[config.mk]
export PLATFORM = sky130hd
export DESIGN_NAME = rv32_mtimer
export DESIGN_NICKNAME = d
export VERILOG_FILES = /design/src/rtl/rv32_mtimer_pkg.sv /design/src/rtl/rv32_mtimer_presc.sv /design/src/rtl/rv32_mtimer.sv
export SDC_FILE = /design/constraint.sdc
export NUM_CORES = 1
export LEC_CHECK = 0
export ABC_AREA = 1
export CORE_MARGIN = 8
export CORE_UTILIZATION = 47
export CTS_CLUSTER_DIAMETER = 40
export DETAILED_ROUTE_END_ITERATION = 10
export PLACE_DENSITY = 0.74
export RECOVER_POWER = 50
export SLEW_MARGIN = 0
export SYNTH_ARGS = -nofsm -noshare
export SYNTH_HDL_FRONTEND = slang
export SYNTH_SLANG_ARGS = --single-unit
[constraint.sdc]
create_clock -name clk -period 2.5 [get_ports clk]
set_input_delay 0.75 -clock clk [delete_from_list [all_inputs] [get_ports clk]]
set_output_delay 0.75 -clock clk [all_outputs]
set_load 0.005 [all_outputs]
[src/rtl/rv32_mtimer_pkg.sv]
// Shared constants for the machine timer: register offsets,
// compare reset value and the bus address type.
package rv32_mtimer_pkg;

  typedef logic [4:0] addr_t;

  localparam addr_t OFF_MSIP        = 5'h00;
  localparam addr_t OFF_MTIMECMP_LO = 5'h08;
  localparam addr_t OFF_MTIMECMP_HI = 5'h0C;
  localparam addr_t OFF_MTIME_LO    = 5'h10;
  localparam addr_t OFF_MTIME_HI    = 5'h14;
  localparam addr_t OFF_PRESC       = 5'h18;

  localparam logic [63:0] MTIMECMP_RST = 64'hFFFF_FFFF_FFFF_FFFF;

endpackage

[src/rtl/rv32_mtimer_presc.sv]
// Prescaler: free-running counter that pulses tick when it reaches presc.
// Ports: clk, rst_n (sync, active-low), presc (divide value), clr (restart), tick.
module rv32_mtimer_presc #(
  parameter int PRESC_W = 16
) (
  input  logic               clk,
  input  logic               rst_n,
  input  logic [PRESC_W-1:0] presc,
  input  logic               clr,
  output logic               tick
);

  logic [PRESC_W-1:0] cnt;

  assign tick = (cnt == presc);

  always_ff @(posedge clk) begin
    if (!rst_n) begin
      cnt <= '0;
    end else if (clr || tick) begin
      cnt <= '0;
    end else begin
      cnt <= cnt + PRESC_W'(1);
    end
  end

endmodule

[src/rtl/rv32_mtimer.sv]
// Machine timer / software interrupt source with a 1-cycle read port.
// Ports: clk, rst_n (sync, active-low), bus_req/we/addr/wdata in,
//        bus_rvalid/bus_rdata out, irq_timer, irq_software.
// Build option: MTIMER_LATCH_HI_EN adds a tear-free MTIME_HI shadow.
module rv32_mtimer
  import rv32_mtimer_pkg::*;
#(
  parameter int                 PRESC_W     = 16,
  parameter logic [PRESC_W-1:0] RESET_PRESC = '0
) (
  input  logic        clk,
  input  logic        rst_n,
  input  logic        bus_req,
  input  logic        bus_we,
  input  logic [4:0]  bus_addr,
  input  logic [31:0] bus_wdata,
  output logic        bus_rvalid,
  output logic [31:0] bus_rdata,
  output logic        irq_timer,
  output logic        irq_software
);

  logic [63:0]        mtime;
  logic [63:0]        mtimecmp;
  logic               msip;
  logic [PRESC_W-1:0] presc;
  logic               tick;

  addr_t a;
  logic  wr;
  logic  rd;
  logic  sel_msip;
  logic  sel_cmp_lo;
  logic  sel_cmp_hi;
  logic  sel_mt_lo;
  logic  sel_mt_hi;
  logic  sel_presc;
  logic  [31:0] rd_val;
  logic  [31:0] mt_hi_rd;

  logic  unused_addr;
  assign unused_addr = ^bus_addr[1:0];

  assign a  = {bus_addr[4:2], 2'b00};
  assign wr = bus_req & bus_we;
  assign rd = bus_req & ~bus_we;

  always_comb begin
    sel_msip   = 1'b0;
    sel_cmp_lo = 1'b0;
    sel_cmp_hi = 1'b0;
    sel_mt_lo  = 1'b0;
    sel_mt_hi  = 1'b0;
    sel_presc  = 1'b0;
    case (a)
      OFF_MSIP:        sel_msip   = 1'b1;
      OFF_MTIMECMP_LO: sel_cmp_lo = 1'b1;
      OFF_MTIMECMP_HI: sel_cmp_hi = 1'b1;
      OFF_MTIME_LO:    sel_mt_lo  = 1'b1;
      OFF_MTIME_HI:    sel_mt_hi  = 1'b1;
      OFF_PRESC:       sel_presc  = 1'b1;
      default: ;
    endcase
  end

  rv32_mtimer_presc #(
    .PRESC_W (PRESC_W)
  ) u_presc (
    .clk   (clk),
    .rst_n (rst_n),
    .presc (presc),
    .clr   (wr & sel_presc),
    .tick  (tick)
  );

  // A write to either mtime half wins over the tick, so no carry
  // crosses halves on a write cycle.
  always_ff @(posedge clk) begin
    if (!rst_n) begin
      mtime <= '0;
    end else if (wr && sel_mt_lo) begin
      mtime[31:0] <= bus_wdata;
    end else if (wr && sel_mt_hi) begin
      mtime[63:32] <= bus_wdata;
    end else if (tick) begin
      mtime <= mtime + 64'd1;
    end
  end

  always_ff @(posedge clk) begin
    if (!rst_n) begin
      mtimecmp <= MTIMECMP_RST;
      msip     <= 1'b0;
      presc    <= RESET_PRESC;
    end else if (wr) begin
      if (sel_cmp_lo) mtimecmp[31:0]  <= bus_wdata;
      if (sel_cmp_hi) mtimecmp[63:32] <= bus_wdata;
      if (sel_msip)   msip            <= bus_wdata[0];
      if (sel_presc)  presc           <= bus_wdata[PRESC_W-1:0];
    end
  end

`ifdef MTIMER_LATCH_HI_EN
  logic [31:0] mt_hi_shadow;

  // LO read captures the matching upper half for a tear-free LO->HI pair.
  always_ff @(posedge clk) begin
    if (!rst_n) begin
      mt_hi_shadow <= '0;
    end else if (wr && sel_mt_hi) begin
      mt_hi_shadow <= bus_wdata;
    end else if (rd && sel_mt_lo) begin
      mt_hi_shadow <= mtime[63:32];
    end
  end

  assign mt_hi_rd = mt_hi_shadow;
`else
  assign mt_hi_rd = mtime[63:32];
`endif

  always_comb begin
    rd_val = '0;
    unique case (1'b1)
      sel_msip:   rd_val = {31'b0, msip};
      sel_cmp_lo: rd_val = mtimecmp[31:0];
      sel_cmp_hi: rd_val = mtimecmp[63:32];
      sel_mt_lo:  rd_val = mtime[31:0];
      sel_mt_hi:  rd_val = mt_hi_rd;
      sel_presc:  rd_val = 32'(presc);
      default:    rd_val = '0;
    endcase
  end

  always_ff @(posedge clk) begin
    if (!rst_n) begin
      bus_rvalid   <= 1'b0;
      bus_rdata    <= '0;
      irq_timer    <= 1'b0;
      irq_software <= 1'b0;
    end else begin
      bus_rvalid   <= rd;
      irq_timer    <= (mtime >= mtimecmp);
      irq_software <= msip;
      if (rd) bus_rdata <= rd_val;
    end
  end

endmodule

==> out/qor.csv <==
stage,metric,value,unit
run_status,outcome,completed,
run,Max Cap Viol,0,
timing,RSZ-0062 raised after global routing,no,
floorplan,Die ar.,32400,sq um
clocking,Clock Path Buffers,2,
global_route,met3 usage,6.65,%
routing,drt total wl,47500,um
floorplan,# IOs,76,
timing,f_max,418,MHz
setup_path,Worst Setup EP,bus_rdata[10]$_SDFFE_PN0P_,
final_layout,Final Util,56.6,%
setup_path,critical path class,input pin to flip-flop,
yosys,share of the synthesized area in the top cell type,31.1,%
yosys,Mapped Cells,2014,
floorplan,# rows,60,
timing,minimum clock period,2390,ps
global_route,initial antenna violation count,0,
clocking,clock sink count,196,
clocking,CTS tree,yes,
setup_path,Setup crit start kind,input pin,
final_layout,layout cells sized above 1,7.52,%
yosys,number of synthesized flops with an enable pin,0,
final_layout,most frequent cells in the layout,"629 x nand2_1, 224 x inv_1, 218 x nor2_1",
setup_path,crit path launch,bus_addr[2],
power,Net Sw Frac,32.9,%
clocking,Post-CTS Repair Setup Buffers,0,
floorplan,Core Area,26700,sq um
yosys,Synth Register Bits,196,
global_route,vias in the first global route,13164,
global_route,largest net degree at the start of global routing,49,
final_layout,storage element area,3920,sq um
timing,fin crit share,95.6,%
setup_path,Worst Path Arrival,2720,ps
routing,ANT nets after route,0,
power,Seq pwr share,43.0,%
timing,worst-margin pin slew,769,ps
routing,via count,14049,
floorplan,Die Height,180,um
power,PwrDens,508,nW/um^2
setup_path,Required @ worst endpoint,2830,ps
final_layout,Ant. Diodes,0,
global_route,gr busiest metal,met2,
yosys,syn avg cell area,6.27,sq um
yosys,"FFs w/ async S/R, synth",0,%
yosys,"Top FF cell, synth",dfxtp_1,
setup_path,worst-path maximum fanout,14,
timing,final hold vios,0,
yosys,Post-Syn Area,12600,sq um
setup_path,FF-to-FF End,mtime[53]$_SDFFE_PN0P_,
yosys,Area contributors post-synth,"dfxtp_1 31%, nand2_1 19%, a21oi_1 6.8%",
placed_design,Setup WS pre-CTS,-81.8,ps
global_route,global-route wire length before repair,73800,um
routing,violation count after the first detailed-route iteration,1498,
global_route,GR Util met2,47.0,%
global_route,met1 Use GR,35.7,%
final_layout,"commonest non-fill, non-tap cell in the layout",nand2_1,
yosys,yosys warns,0,
final_layout,Layout Nets,2234,
power,Max VDD drop,501,uV
worst_hold_path,worst min path class,flip-flop to flip-flop,
worst_hold_path,Hold Path Stages,2,
power,Comb power frac,18.4,%
global_route,GRT Total Usage,28.8,%
placed_design,routability cong.,1.01,
clocking,CTS Root Cell,clkbuf_16,
yosys,Mapped Nets,2121,
setup_path,Reg-to-Reg Start,mtime[16]$_SDFFE_PN0P_,
clocking,"Clk Latency, worst-skew pair",460,ps
yosys,"Distinct cells, synth",46,
timing,Final Skew,29.3,ps
clocking,H-tree depth,4,
power,cell-internal power,5.14,mW
timing,Slew headroom,48.7,%
power,clock share of power,38.6,%
final_layout,Fill cells,2645,
final_layout,synth-to-layout area growth,19.3,%
clocking,clock transition at the registers of the reported paths,90,ps
routing,wire length per cell,19.2,um
floorplan,Initial Utilization,47.4,%
yosys,post-synth top area cell,dfxtp_1,
clocking,number of buffers created by CTS,17,
global_route,remaining global-route overflow,0,
routing,TritonRoute pass-1 iters,7,
placed_design,final HPWL from detailed placement,36700,um
routing,Via density,5.66,
placed_design,# port buffers,73,
setup_path,cell count of the worst reg-to-reg path,9,
clocking,# hold bufs at CTS,0,
placed_design,dpl cells,2449,
timing,setup violators final,0,
final_layout,final non-filler cell total,2481,
setup_path,Critical Path End Type,flip-flop,
power,leakage,6.46,nW
floorplan,chip width,180,um
clocking,Resized cells post-CTS,0,
power,Pwr Total,7.66,mW
yosys,sequential fraction of the synthesis area,31.1,%
routing,remaining routing DRC violations,0,
final_layout,Multi-input gate area,7470,sq um
timing,Worst Slack Setup Final,109,ps
power,Switching Power,2.52,mW
timing,max-slew violations,0,
setup_path,"setup slack, reg-to-reg",220,ps
[worst min path at each step]
stage / from / to / slack (ps)
2_1_floorplan: msip$_SDFFE_PN0P_ / irq_software$_SDFF_PN0_ / 420
3_3_place_gp: msip$_SDFFE_PN0P_ / irq_software$_SDFF_PN0_ / 450
3_5_place_dp: msip$_SDFFE_PN0P_ / irq_software$_SDFF_PN0_ / 450
4_1_cts: msip$_SDFFE_PN0P_ / irq_software$_SDFF_PN0_ / 450
5_1_grt: msip$_SDFFE_PN0P_ / irq_software$_SDFF_PN0_ / 470
6_report: msip$_SDFFE_PN0P_ / irq_software$_SDFF_PN0_ / 450
[metal layers]
metal  wire length, um  vias up
met5                 0        -
met1             19700     6488
met2             21700      644
li1                  -     6797
met3              4060      120
met4              2120        0
[layout make-up]
cell class,instances,area share [%]
multi-input cells,1505,49.6
flip-flops and latches,196,26.0
repair buffers,175,11.6
inverters,232,5.79
well taps,341,2.83
clock buffers,17,2.82
clock inverters,15,1.37
[critical path: stages]
cell,delay (ps)
dlygate4sd3_1,590
clkbuf_1,160
nor3_1,80
inv_1,190
clkbuf_1,330
buf_12,190
o221ai_1,100
o21ai_0,230
a21oi_1,100
[Yosys cell counts, drive strengths merged, types with 4 or more instances]
library cell    n
o21ai         105
nor2          231
or2             7
ha             66
nand4          34
o221ai         14
nor3           22
o22ai          16
inv           231
and2            5
a21oi         172
buf            31
nand2         633
nor4            4
o21bai          4
nand3          92
xor2           17
dfxtp         196
nand3b          9
o211ai         63
clkbuf         50
[power groups by stage]
stage	logic [mW]	registers [mW]	clock network (mW)
floorplan	0.731	3.34	0
global placement	1.39	3.36	0
detailed placement	1.41	3.36	0
CTS	1.42	3.29	2.98
global route	1.51	3.31	3.11
finish	1.41	3.29	2.96
[sequential cells by signal (all words and copies together) (netlist names)]
signal	count
bus_rdata	32
presc	16
bus_rvalid	1
msip	1
mtimecmp	64
irq_software	1
irq_timer	1
u_presc.cnt	16
mtime	64
[metrics by stage]
| stage | hold slack (ps) | TNS, ps | instance area, sq um |
|---|---|---|---|
| finish | 446 | 0 | 15100 |
| global route | 470 | 0 | 15100 |
| CTS | 449 | 0 | 15200 |
| detailed placement | 448 | -2240 | 14500 |
| global placement | 452 | -434 | 14500 |
| floorplan | 421 | 0 | 12600 |
[kinds of logic (layout without fill, tap and decap cells)]
logic type | count (synthesis) | in the layout | share of synthesized area (%)
AO/OA/AOI/OAI | 380 | 380 | 17.2
buffers and inverters | 313 | 439 | 9.87
XOR/XNOR | 18 | 18 | 1.25
flip-flops | 196 | 196 | 31.1
adder cells (fa/ha/maj) | 66 | 66 | 6.54
AND/OR/NAND/NOR | 1041 | 1041 | 34.0
Note: power is estimated with default switching activity, not from simulation.
